### src/rtl/cpu_register_file_pkg.sv
// Control-word field encodings shared by the microcode sequencer and the datapath register file.
package cpu_ctrl_pkg;

    typedef enum logic [3:0] {
        SRC_Y     = 4'd0,
        SRC_X     = 4'd1,
        SRC_SP    = 4'd2,
        SRC_ALU   = 4'd3,
        SRC_A     = 4'd4,
        SRC_PCL   = 4'd5,
        SRC_PCH   = 4'd6,
        SRC_IDL   = 4'd7,
        SRC_DBUFF = 4'd8,
        SRC_PSR   = 4'd9,
        SRC_BZ    = 4'd10
    } bus_code_e;

    localparam int LSE_ALU_COMPUTE      = 15;
    localparam int LSE_LOAD_IR          = 14;
    localparam int LSE_LOAD_PSR         = 13;
    localparam int LSE_LOAD_Y           = 12;
    localparam int LSE_LOAD_X           = 11;
    localparam int LSE_LOAD_SP          = 10;
    localparam int LSE_LOAD_ALU         = 9;
    localparam int LSE_LOAD_A           = 8;
    localparam int LSE_LOAD_PCL         = 7;
    localparam int LSE_LOAD_PCH         = 6;
    localparam int LSE_LOAD_DATA_LATCH  = 5;
    localparam int LSE_LOAD_BUS_BUFFER  = 4;
    localparam int LSE_UPDATE_STATUS    = 3;
    localparam int LSE_MOV_ALU_TO_ACC   = 2;
    localparam int LSE_MOV_ACC_TO_ALU   = 1;
    localparam int LSE_MOV_LOW_TO_ALU   = 0;

    localparam int IDC_INC_PC    = 9;
    localparam int IDC_INC_A     = 8;
    localparam int IDC_DEC_A     = 7;
    localparam int IDC_INC_X     = 6;
    localparam int IDC_DEC_X     = 5;
    localparam int IDC_INC_Y     = 4;
    localparam int IDC_DEC_Y     = 3;
    localparam int IDC_INC_SP    = 2;
    localparam int IDC_DEC_SP    = 1;
    localparam int IDC_CLEAR_IDL = 0;

    localparam logic [7:0] PSR_N = 8'h80;
    localparam logic [7:0] PSR_U = 8'h20;
    localparam logic [7:0] PSR_B = 8'h10;
    localparam logic [7:0] PSR_I = 8'h04;
    localparam logic [7:0] PSR_Z = 8'h02;

    localparam logic [7:0] RESET_SP_C  = 8'hFF;
    localparam logic [7:0] RESET_PSR_C = PSR_I | PSR_U | PSR_B;
    localparam logic [7:0] RESET_IR_C  = 8'hEA;

    // True when the strobe that writes the given destination code is asserted.
    function automatic logic write_strobe_hit(input logic [3:0] code, input logic [15:0] lse);
        logic hit;
        case (code)
            4'd0:    hit = lse[LSE_LOAD_Y];
            4'd1:    hit = lse[LSE_LOAD_X];
            4'd2:    hit = lse[LSE_LOAD_SP];
            4'd3:    hit = lse[LSE_LOAD_ALU];
            4'd4:    hit = lse[LSE_LOAD_A];
            4'd5:    hit = lse[LSE_LOAD_PCL];
            4'd6:    hit = lse[LSE_LOAD_PCH];
            4'd7:    hit = lse[LSE_LOAD_DATA_LATCH];
            4'd8:    hit = lse[LSE_LOAD_BUS_BUFFER];
            4'd9:    hit = lse[LSE_LOAD_PSR];
            default: hit = 1'b0;
        endcase
        return hit;
    endfunction

endpackage

### src/rtl/cpu_register_file_if.sv
// Control word in, register contents out; ctrl_err exists only when CTRL_CHECK_EN is defined.
interface cpu_register_file_if;

    logic [7:0]  data_bus_set;
    logic [15:0] load_store_execute;
    logic [9:0]  inc_dec_clr;
    logic [7:0]  status_flags;
    logic [7:0]  data_in;
    logic [7:0]  alu_result;
    logic [7:0]  int_bus;
    logic [7:0]  reg_a;
    logic [7:0]  reg_x;
    logic [7:0]  reg_y;
    logic [7:0]  reg_sp;
    logic [7:0]  reg_idl;
    logic [7:0]  reg_dbuff;
    logic [7:0]  reg_psr;
    logic [7:0]  reg_ir;
    logic [15:0] pc;
`ifdef CTRL_CHECK_EN
    logic        ctrl_err;
`endif

    modport master (
        output data_bus_set, load_store_execute, inc_dec_clr, status_flags, data_in, alu_result,
        input  int_bus, reg_a, reg_x, reg_y, reg_sp, reg_idl, reg_dbuff, reg_psr, reg_ir, pc
`ifdef CTRL_CHECK_EN
        , input ctrl_err
`endif
    );

    modport slave (
        input  data_bus_set, load_store_execute, inc_dec_clr, status_flags, data_in, alu_result,
        output int_bus, reg_a, reg_x, reg_y, reg_sp, reg_idl, reg_dbuff, reg_psr, reg_ir, pc
`ifdef CTRL_CHECK_EN
        , output ctrl_err
`endif
    );

endinterface

### src/rtl/cpu_register_file_reg8.sv
// 8-bit register: load > alternate load > inc/dec; simultaneous inc and dec hold the value.
module cpu_reg8 #(
    parameter logic [7:0] RESET_VAL = 8'h00
) (
    input  logic       fclk,
    input  logic       resb,
    input  logic       load,
    input  logic [7:0] load_val,
    input  logic       alt_load,
    input  logic [7:0] alt_val,
    input  logic       inc,
    input  logic       dec,
    output logic [7:0] q
);

    logic [7:0] q_r;
    logic [7:0] next_s;

    // Next value by priority
    always_comb begin
        next_s = q_r;
        if (load) begin
            next_s = load_val;
        end else if (alt_load) begin
            next_s = alt_val;
        end else if (inc && !dec) begin
            next_s = q_r + 8'd1;
        end else if (dec && !inc) begin
            next_s = q_r - 8'd1;
        end else begin
            next_s = q_r;
        end
    end

    // State register with synchronous reset
    always_ff @(posedge fclk) begin
        if (!resb) begin
            q_r <= RESET_VAL;
        end else begin
            q_r <= next_s;
        end
    end

    assign q = q_r;

endmodule

### src/rtl/cpu_register_file.sv
// 65C02 datapath register file and internal bus; CTRL_CHECK_EN adds a sticky ctrl_err flag.
module cpu_register_file
    import cpu_ctrl_pkg::*;
#(
    parameter logic [7:0] RESET_SP  = RESET_SP_C,
    parameter logic [7:0] RESET_PSR = RESET_PSR_C,
    parameter logic [7:0] RESET_IR  = RESET_IR_C
) (
    input logic              fclk,
    input logic              resb,
    cpu_register_file_if.slave bus
);

    logic [15:0] lse_s;
    logic [9:0]  idc_s;
    bus_code_e   rd_src_s;
    logic [7:0]  int_bus_s;
    logic [7:0]  a_s, x_s, y_s, sp_s;
    logic [7:0]  idl_r, dbuff_r, psr_r, ir_r, pcl_r, pch_r;
    logic [7:0]  idl_next_s, dbuff_next_s, psr_next_s, ir_next_s, pcl_next_s, pch_next_s;
    logic [15:0] pc_inc_s;

    assign lse_s    = bus.load_store_execute;
    assign idc_s    = bus.inc_dec_clr;
    assign rd_src_s = bus_code_e'(bus.data_bus_set[7:4]);
    assign pc_inc_s = {pch_r, pcl_r} + 16'd1;

    // Internal bus source mux; DBUFF reads forward data_in when it is being loaded this cycle
    always_comb begin
        int_bus_s = 8'h00;
        case (rd_src_s)
            SRC_Y:     int_bus_s = y_s;
            SRC_X:     int_bus_s = x_s;
            SRC_SP:    int_bus_s = sp_s;
            SRC_ALU:   int_bus_s = bus.alu_result;
            SRC_A:     int_bus_s = a_s;
            SRC_PCL:   int_bus_s = pcl_r;
            SRC_PCH:   int_bus_s = pch_r;
            SRC_IDL:   int_bus_s = idl_r;
            SRC_DBUFF: int_bus_s = lse_s[LSE_LOAD_BUS_BUFFER] ? bus.data_in : dbuff_r;
            SRC_PSR:   int_bus_s = psr_r;
            SRC_BZ:    int_bus_s = 8'h00;
            default:   int_bus_s = 8'h00;
        endcase
    end

    cpu_reg8 #(.RESET_VAL(8'h00)) u_reg_a (
        .fclk(fclk), .resb(resb),
        .load(lse_s[LSE_LOAD_A]), .load_val(int_bus_s),
        .alt_load(lse_s[LSE_MOV_ALU_TO_ACC]), .alt_val(bus.alu_result),
        .inc(idc_s[IDC_INC_A]), .dec(idc_s[IDC_DEC_A]), .q(a_s)
    );

    cpu_reg8 #(.RESET_VAL(8'h00)) u_reg_x (
        .fclk(fclk), .resb(resb),
        .load(lse_s[LSE_LOAD_X]), .load_val(int_bus_s),
        .alt_load(1'b0), .alt_val(8'h00),
        .inc(idc_s[IDC_INC_X]), .dec(idc_s[IDC_DEC_X]), .q(x_s)
    );

    cpu_reg8 #(.RESET_VAL(8'h00)) u_reg_y (
        .fclk(fclk), .resb(resb),
        .load(lse_s[LSE_LOAD_Y]), .load_val(int_bus_s),
        .alt_load(1'b0), .alt_val(8'h00),
        .inc(idc_s[IDC_INC_Y]), .dec(idc_s[IDC_DEC_Y]), .q(y_s)
    );

    cpu_reg8 #(.RESET_VAL(RESET_SP)) u_reg_sp (
        .fclk(fclk), .resb(resb),
        .load(lse_s[LSE_LOAD_SP]), .load_val(int_bus_s),
        .alt_load(1'b0), .alt_val(8'h00),
        .inc(idc_s[IDC_INC_SP]), .dec(idc_s[IDC_DEC_SP]), .q(sp_s)
    );

    // Next values for the byte registers outside cpu_reg8
    always_comb begin
        idl_next_s   = idl_r;
        dbuff_next_s = dbuff_r;
        ir_next_s    = ir_r;
        pcl_next_s   = pcl_r;
        pch_next_s   = pch_r;
        psr_next_s   = psr_r;

        if (lse_s[LSE_LOAD_DATA_LATCH]) begin
            idl_next_s = bus.data_in;
        end else if (idc_s[IDC_CLEAR_IDL]) begin
            idl_next_s = 8'h00;
        end else begin
            idl_next_s = idl_r;
        end

        if (lse_s[LSE_LOAD_BUS_BUFFER]) begin
            dbuff_next_s = bus.data_in;
        end else begin
            dbuff_next_s = dbuff_r;
        end

        if (lse_s[LSE_LOAD_IR]) begin
            ir_next_s = int_bus_s;
        end else begin
            ir_next_s = ir_r;
        end

        // A loaded PC byte takes the bus; the other byte still follows the 16-bit increment
        if (lse_s[LSE_LOAD_PCL]) begin
            pcl_next_s = int_bus_s;
        end else if (idc_s[IDC_INC_PC]) begin
            pcl_next_s = pc_inc_s[7:0];
        end else begin
            pcl_next_s = pcl_r;
        end

        if (lse_s[LSE_LOAD_PCH]) begin
            pch_next_s = int_bus_s;
        end else if (idc_s[IDC_INC_PC]) begin
            pch_next_s = pc_inc_s[15:8];
        end else begin
            pch_next_s = pch_r;
        end

        if (lse_s[LSE_LOAD_PSR]) begin
            psr_next_s = int_bus_s | PSR_U;
        end else if (lse_s[LSE_UPDATE_STATUS]) begin
            psr_next_s = (psr_r & ~(PSR_N | PSR_Z)) | (int_bus_s & PSR_N)
                       | ((int_bus_s == 8'h00) ? PSR_Z : 8'h00) | bus.status_flags | PSR_U;
        end else begin
            psr_next_s = psr_r | bus.status_flags | PSR_U;
        end
    end

    // Byte register state with synchronous reset overriding the whole control word
    always_ff @(posedge fclk) begin
        if (!resb) begin
            idl_r   <= 8'h00;
            dbuff_r <= 8'h00;
            psr_r   <= RESET_PSR | PSR_U;
            ir_r    <= RESET_IR;
            pcl_r   <= 8'h00;
            pch_r   <= 8'h00;
        end else begin
            idl_r   <= idl_next_s;
            dbuff_r <= dbuff_next_s;
            psr_r   <= psr_next_s;
            ir_r    <= ir_next_s;
            pcl_r   <= pcl_next_s;
            pch_r   <= pch_next_s;
        end
    end

    assign bus.int_bus   = int_bus_s;
    assign bus.reg_a     = a_s;
    assign bus.reg_x     = x_s;
    assign bus.reg_y     = y_s;
    assign bus.reg_sp    = sp_s;
    assign bus.reg_idl   = idl_r;
    assign bus.reg_dbuff = dbuff_r;
    assign bus.reg_psr   = psr_r;
    assign bus.reg_ir    = ir_r;
    assign bus.pc        = {pch_r, pcl_r};

    logic unused_strobes_s;
    assign unused_strobes_s = ^{lse_s[LSE_ALU_COMPUTE], lse_s[LSE_MOV_ACC_TO_ALU], lse_s[LSE_MOV_LOW_TO_ALU]};

`ifdef CTRL_CHECK_EN
    logic ctrl_bad_s;
    logic ctrl_err_r;

    // Flag a destination whose strobe is missing, or an undefined read source
    always_comb begin
        ctrl_bad_s = 1'b0;
        if ((bus.data_bus_set[3:0] != SRC_BZ) && !write_strobe_hit(bus.data_bus_set[3:0], lse_s)) begin
            ctrl_bad_s = 1'b1;
        end else if (bus.data_bus_set[7:4] > SRC_BZ) begin
            ctrl_bad_s = 1'b1;
        end else begin
            ctrl_bad_s = 1'b0;
        end
    end

    // Sticky error flag cleared only by reset
    always_ff @(posedge fclk) begin
        if (!resb) begin
            ctrl_err_r <= 1'b0;
        end else begin
            ctrl_err_r <= ctrl_err_r | ctrl_bad_s;
        end
    end

    assign bus.ctrl_err = ctrl_err_r;
`else
    logic unused_ctrl_s;
    assign unused_ctrl_s = ^{bus.data_bus_set[3:0], lse_s[LSE_LOAD_ALU]};
`endif

endmodule
### src/flat_wrapper.sv
// flat-port wrapper written by rule: the top's interface ports become plain ports
module cpu_register_file_flat import cpu_ctrl_pkg::*;
#(
    parameter logic [7:0] RESET_SP  = RESET_SP_C,
    parameter logic [7:0] RESET_PSR = RESET_PSR_C,
    parameter logic [7:0] RESET_IR  = RESET_IR_C
)
  (fclk, resb, bus_data_bus_set, bus_load_store_execute, bus_inc_dec_clr, bus_status_flags, bus_data_in, bus_alu_result, bus_int_bus, bus_reg_a, bus_reg_x, bus_reg_y, bus_reg_sp, bus_reg_idl, bus_reg_dbuff, bus_reg_psr, bus_reg_ir, bus_pc);
  cpu_register_file_if bus_i ();
  input logic fclk;
  input logic resb;
  input wire logic [$bits(bus_i.data_bus_set)-1:0] bus_data_bus_set;
  input wire logic [$bits(bus_i.load_store_execute)-1:0] bus_load_store_execute;
  input wire logic [$bits(bus_i.inc_dec_clr)-1:0] bus_inc_dec_clr;
  input wire logic [$bits(bus_i.status_flags)-1:0] bus_status_flags;
  input wire logic [$bits(bus_i.data_in)-1:0] bus_data_in;
  input wire logic [$bits(bus_i.alu_result)-1:0] bus_alu_result;
  output wire logic [$bits(bus_i.int_bus)-1:0] bus_int_bus;
  output wire logic [$bits(bus_i.reg_a)-1:0] bus_reg_a;
  output wire logic [$bits(bus_i.reg_x)-1:0] bus_reg_x;
  output wire logic [$bits(bus_i.reg_y)-1:0] bus_reg_y;
  output wire logic [$bits(bus_i.reg_sp)-1:0] bus_reg_sp;
  output wire logic [$bits(bus_i.reg_idl)-1:0] bus_reg_idl;
  output wire logic [$bits(bus_i.reg_dbuff)-1:0] bus_reg_dbuff;
  output wire logic [$bits(bus_i.reg_psr)-1:0] bus_reg_psr;
  output wire logic [$bits(bus_i.reg_ir)-1:0] bus_reg_ir;
  output wire logic [$bits(bus_i.pc)-1:0] bus_pc;
  assign bus_i.data_bus_set = bus_data_bus_set;
  assign bus_i.load_store_execute = bus_load_store_execute;
  assign bus_i.inc_dec_clr = bus_inc_dec_clr;
  assign bus_i.status_flags = bus_status_flags;
  assign bus_i.data_in = bus_data_in;
  assign bus_i.alu_result = bus_alu_result;
  assign bus_int_bus = bus_i.int_bus;
  assign bus_reg_a = bus_i.reg_a;
  assign bus_reg_x = bus_i.reg_x;
  assign bus_reg_y = bus_i.reg_y;
  assign bus_reg_sp = bus_i.reg_sp;
  assign bus_reg_idl = bus_i.reg_idl;
  assign bus_reg_dbuff = bus_i.reg_dbuff;
  assign bus_reg_psr = bus_i.reg_psr;
  assign bus_reg_ir = bus_i.reg_ir;
  assign bus_pc = bus_i.pc;
  cpu_register_file #(.RESET_SP(RESET_SP), .RESET_PSR(RESET_PSR), .RESET_IR(RESET_IR)) u_core (.fclk(fclk), .resb(resb), .bus(bus_i));
endmodule
### config.mk
export PLATFORM = sky130hd
export DESIGN_NAME = cpu_register_file_flat
export DESIGN_NICKNAME = d
export VERILOG_FILES = /design/src/rtl/cpu_register_file_pkg.sv /design/src/rtl/cpu_register_file_if.sv /design/src/rtl/cpu_register_file_reg8.sv /design/src/rtl/cpu_register_file.sv /design/src/flat_wrapper.sv
export SDC_FILE = /design/constraint.sdc
export NUM_CORES = 1
export LEC_CHECK = 0
export CORE_ASPECT_RATIO = 0.6
export CORE_MARGIN = 4
export CORE_UTILIZATION = 23
export CTS_CLUSTER_SIZE = 12
export DETAILED_ROUTE_END_ITERATION = 8
export GPL_ROUTABILITY_DRIVEN = 0
export PLACE_DENSITY = 0.49
export SYNTH_ARGS = -nofsm -noshare
export SYNTH_HDL_FRONTEND = slang
export SYNTH_SLANG_ARGS = --single-unit
### constraint.sdc
create_clock -name fclk -period 4.9 [get_ports fclk]
set_clock_uncertainty 0.2 [all_clocks]
set_input_delay 1.47 -clock fclk [delete_from_list [all_inputs] [get_ports fclk]]
set_output_delay 1.47 -clock fclk [all_outputs]
set_load 0.02 [all_outputs]
==> impl_metrics.json <==
{
  "dp_hpwl_mm": 17.88,
  "grt_overflow": 0,
  "pre_cts_ws_ns": -0.7725,
  "grt_pass1_vias": 5264,
  "antenna_found_initial": 0,
  "dr.pass1.iters": 5,
  "clock_path_buffers": 2,
  "fmax_mhz": 206.5,
  "cp-end-kind": "output pin",
  "mostFrequentLayoutCells": "clkdlybuf4s50_1 (122), dfxtp_1 (79), nand2_1 (65)",
  "avgViaCountPerCell": 4.893,
  "pwr-share-seq_pct": 33.1,
  "hp-class": "reg2reg",
  "syn_area_sq_mm": 0.005767,
  "async_reset_ff_share_pct": 0,
  "combPwrFrac_pct": 35.2,
  "cts_tree": "yes",
  "synth-seq-cells": 79,
  "slew_headroom_pct": 29.28,
  "outcome": "complete, no violations",
  "antenna_cells": 0,
  "drc_errors": 0,
  "cts_buffers": 9,
  "powerDensity_mw_per_mm2": 290.1,
  "swShare_pct": 34.55,
  "syn_nets": 771,
  "worstSetupPathType": "in2out",
  "wl_mm": 22.74,
  "clk_pin_slew_worst_paths_ns": 0.07,
  "syn_inst": 681,
  "fp.dieH_um": 130.7,
  "critPathLaunchType": "primary input",
  "h-tree-depth": 3,
  "peakVddDrop_mv": 0.1705,
  "worst_pin_slew_ns": 1.053,
  "yosys_warnings": 0,
  "nNetsFinal": 937,
  "arrival_ns": 3.17,
  "post_drt_wl_per_cell_um": 19.37,
  "p_int_w": 0.001568,
  "maxSlewViolCount": 0,
  "num_rows": 44,
  "die_area_sq_mm": 0.02775,
  "cp_max_fo": 6,
  "coreArea_sq_mm": 0.02444,
  "grt_start_max_net_pins": 54,
  "root_buffer": "clkbuf_16",
  "period_minus_slack_ns": 4.843,
  "synth_ff_type": "dfxtp_1",
  "drive_above_1_share_pct": 15.02,
  "fin_ws_ns": 0.05699,
  "die_width_um": 212.4,
  "grt_pass1_wl_mm": 33.68,
  "portBuffers": 137,
  "p_sw_w": 0.0008278,
  "initial_utilization_pct": 23.59,
  "power.leakage_nw": 3.586,
  "area_growth_pct": 43.22,
  "drv_cap": 0,
  "synth-seq-area-share_pct": 27.42,
  "grtUsageTotal_pct": 16.00,
  "clock_power_share_pct": 31.7,
  "clk_latency_ns": 0.34,
  "final_common_cell": "clkdlybuf4s50_1",
  "synth_edf_count": 0,
  "ios": 148,
  "finalHoldViolCount": 0,
  "vias": 5744,
  "cp.required_ns": 3.23,
  "drt_iter0_markers": 494,
  "total_power_w": 0.002396,
  "cts_sinks": 79,
  "setup_viol": 0,
  "period_share_pct": 98.84,
  "fillers": 2580,
  "ctsHoldBuffers": 0,
  "r2r_setup_slack_ns": 2.43,
  "ant_nets": 0,
  "ys_types": 71,
  "syn_area_per_cell_sq_um": 8.468
}
-- cell usage after synthesis (all sizes together) (4+ instances only) --
cell type / n / area, sq um
dfxtp: 79 / 1582
nand2: 66 / 250.2
a21oi: 51 / 255.2
nor2: 37 / 138.9
clkbuf: 34 / 130.1
o211a: 29 / 290.3
mux2i: 28 / 280.3
nor2b: 28 / 175.2
ha: 26 / 325.3
xnor2: 26 / 227.7
o21ai: 23 / 115.1
inv: 17 / 63.81
nor3: 16 / 80.08
a21o: 15 / 112.6
buf: 15 / 126.4
nand2b: 15 / 93.84
xor2: 14 / 122.6
nor3b: 13 / 97.59
nand3: 11 / 55.05
nand3b: 11 / 82.58
a211oi: 10 / 87.58
nand4: 9 / 56.30
a31oi: 8 / 50.05
and3: 7 / 43.79
o2bb2ai: 7 / 61.31
and2: 6 / 37.54
mux2: 6 / 67.56
o21a: 6 / 45.04
o22ai: 6 / 37.54
a2111oi: 5 / 68.82
o31ai: 5 / 37.54
fa: 4 / 80.08
-- logic make-up after synthesis --
| kind of cell | synth area share [%] |
|---|---|
| AOI/OAI and AO/OA | 23.00 |
| muxes | 7.203 |
| and+or+nand+nor | 23.65 |
| adders and majority gates | 7.030 |
| other | 0.06503 |
| xor gates and xnor gates | 6.075 |
| buffers and inverters | 5.554 |
| DFF | 27.42 |
-- what timing repair did --
action	CTS	global route
resized for setup	63	5
endpoints found under the hold margin	0	0
setup buffers	6	0
endpoints found under the setup margin	8	2
gates cloned	0	0
pin swaps	6	2
-- registers in the layout, indices dropped and copies added (netlist names) --
register              flops
u_core.bus.reg_dbuff      8
u_core.bus.reg_idl        8
u_core.bus.reg_ir         8
u_core.pch_r              8
u_core.pcl_r              8
u_core.u_reg_a.q          8
u_core.u_reg_sp.q         8
u_core.u_reg_x.q          8
u_core.u_reg_y.q          8
u_core.bus.reg_psr        7
-- final cells by class --
class	count	area, sq um	area share [%]
multi-input combinational	536	3984	48.24
timing repair buffer	204	1896	22.95
sequential	79	1582	19.15
tap	322	402.9	4.878
clock buffer	10	239.0	2.893
clock inverter	6	92.59	1.121
inverter	17	63.81	0.7726
-- worst max-delay path: stages --
cell	delay (ns)
dlygate4sd2_1	0.25
buf_6	0.14
or4bb_1	0.51
a21oi_2	0.22
a2111oi_4	0.08
buf_4	0.15
o21a_1	0.13
inv_1	0.08
buf_4	0.14
-- path summary, 6_finish.rpt --
check | from | to | depth (start not counted)
max | bus_data_bus_set[7] | bus_int_bus[4] | 9
min | u_core.bus.reg_ir[2] | u_core.bus.reg_ir[2] | 1
max reg2reg | u_core.u_reg_sp.q[0] | u_core.u_reg_sp.q[6] | 7
min reg2reg | u_core.bus.reg_ir[2] | u_core.bus.reg_ir[2] | 1
-- per-layer routing --
metal  part of all wire [%]  vias up  global-route usage, %
li1                       -     2814                      -
met4                   0.33        0                  1.703
met2                     38      174                  21.25
met1                     54     2749                  25.98
met3                    7.8        7                  4.176
met5                      0        -                      0
-- through the flow --
step	instance area [sq um]	std cells	utilization (%)	TNS, ns	hold slack (ns)
finish	8259	1174	33.79	0	0.2802
global route	8259	1174	33.79	-0.02219	0.3066
CTS	8244	1174	33.73	0	0.2848
detailed placement	7775	1152	31.81	-4.992	0.2727
global placement	7775	1152	31.81	-5.259	0.2581
floorplan	5767	681	-	0	0.3710
-- power by group through the flow --
stage | Clock [W] | Combinational (W) | Sequential, W
after floorplan | 0 | 0.000440 | 0.000829
after global placement | 0 | 0.000826 | 0.000808
after detailed placement | 0 | 0.000828 | 0.000806
after CTS | 0.000770 | 0.000844 | 0.000793
after global routing | 0.000801 | 0.000920 | 0.000803
final | 0.000758 | 0.000844 | 0.000794
Power figures use the tool's default switching activity.
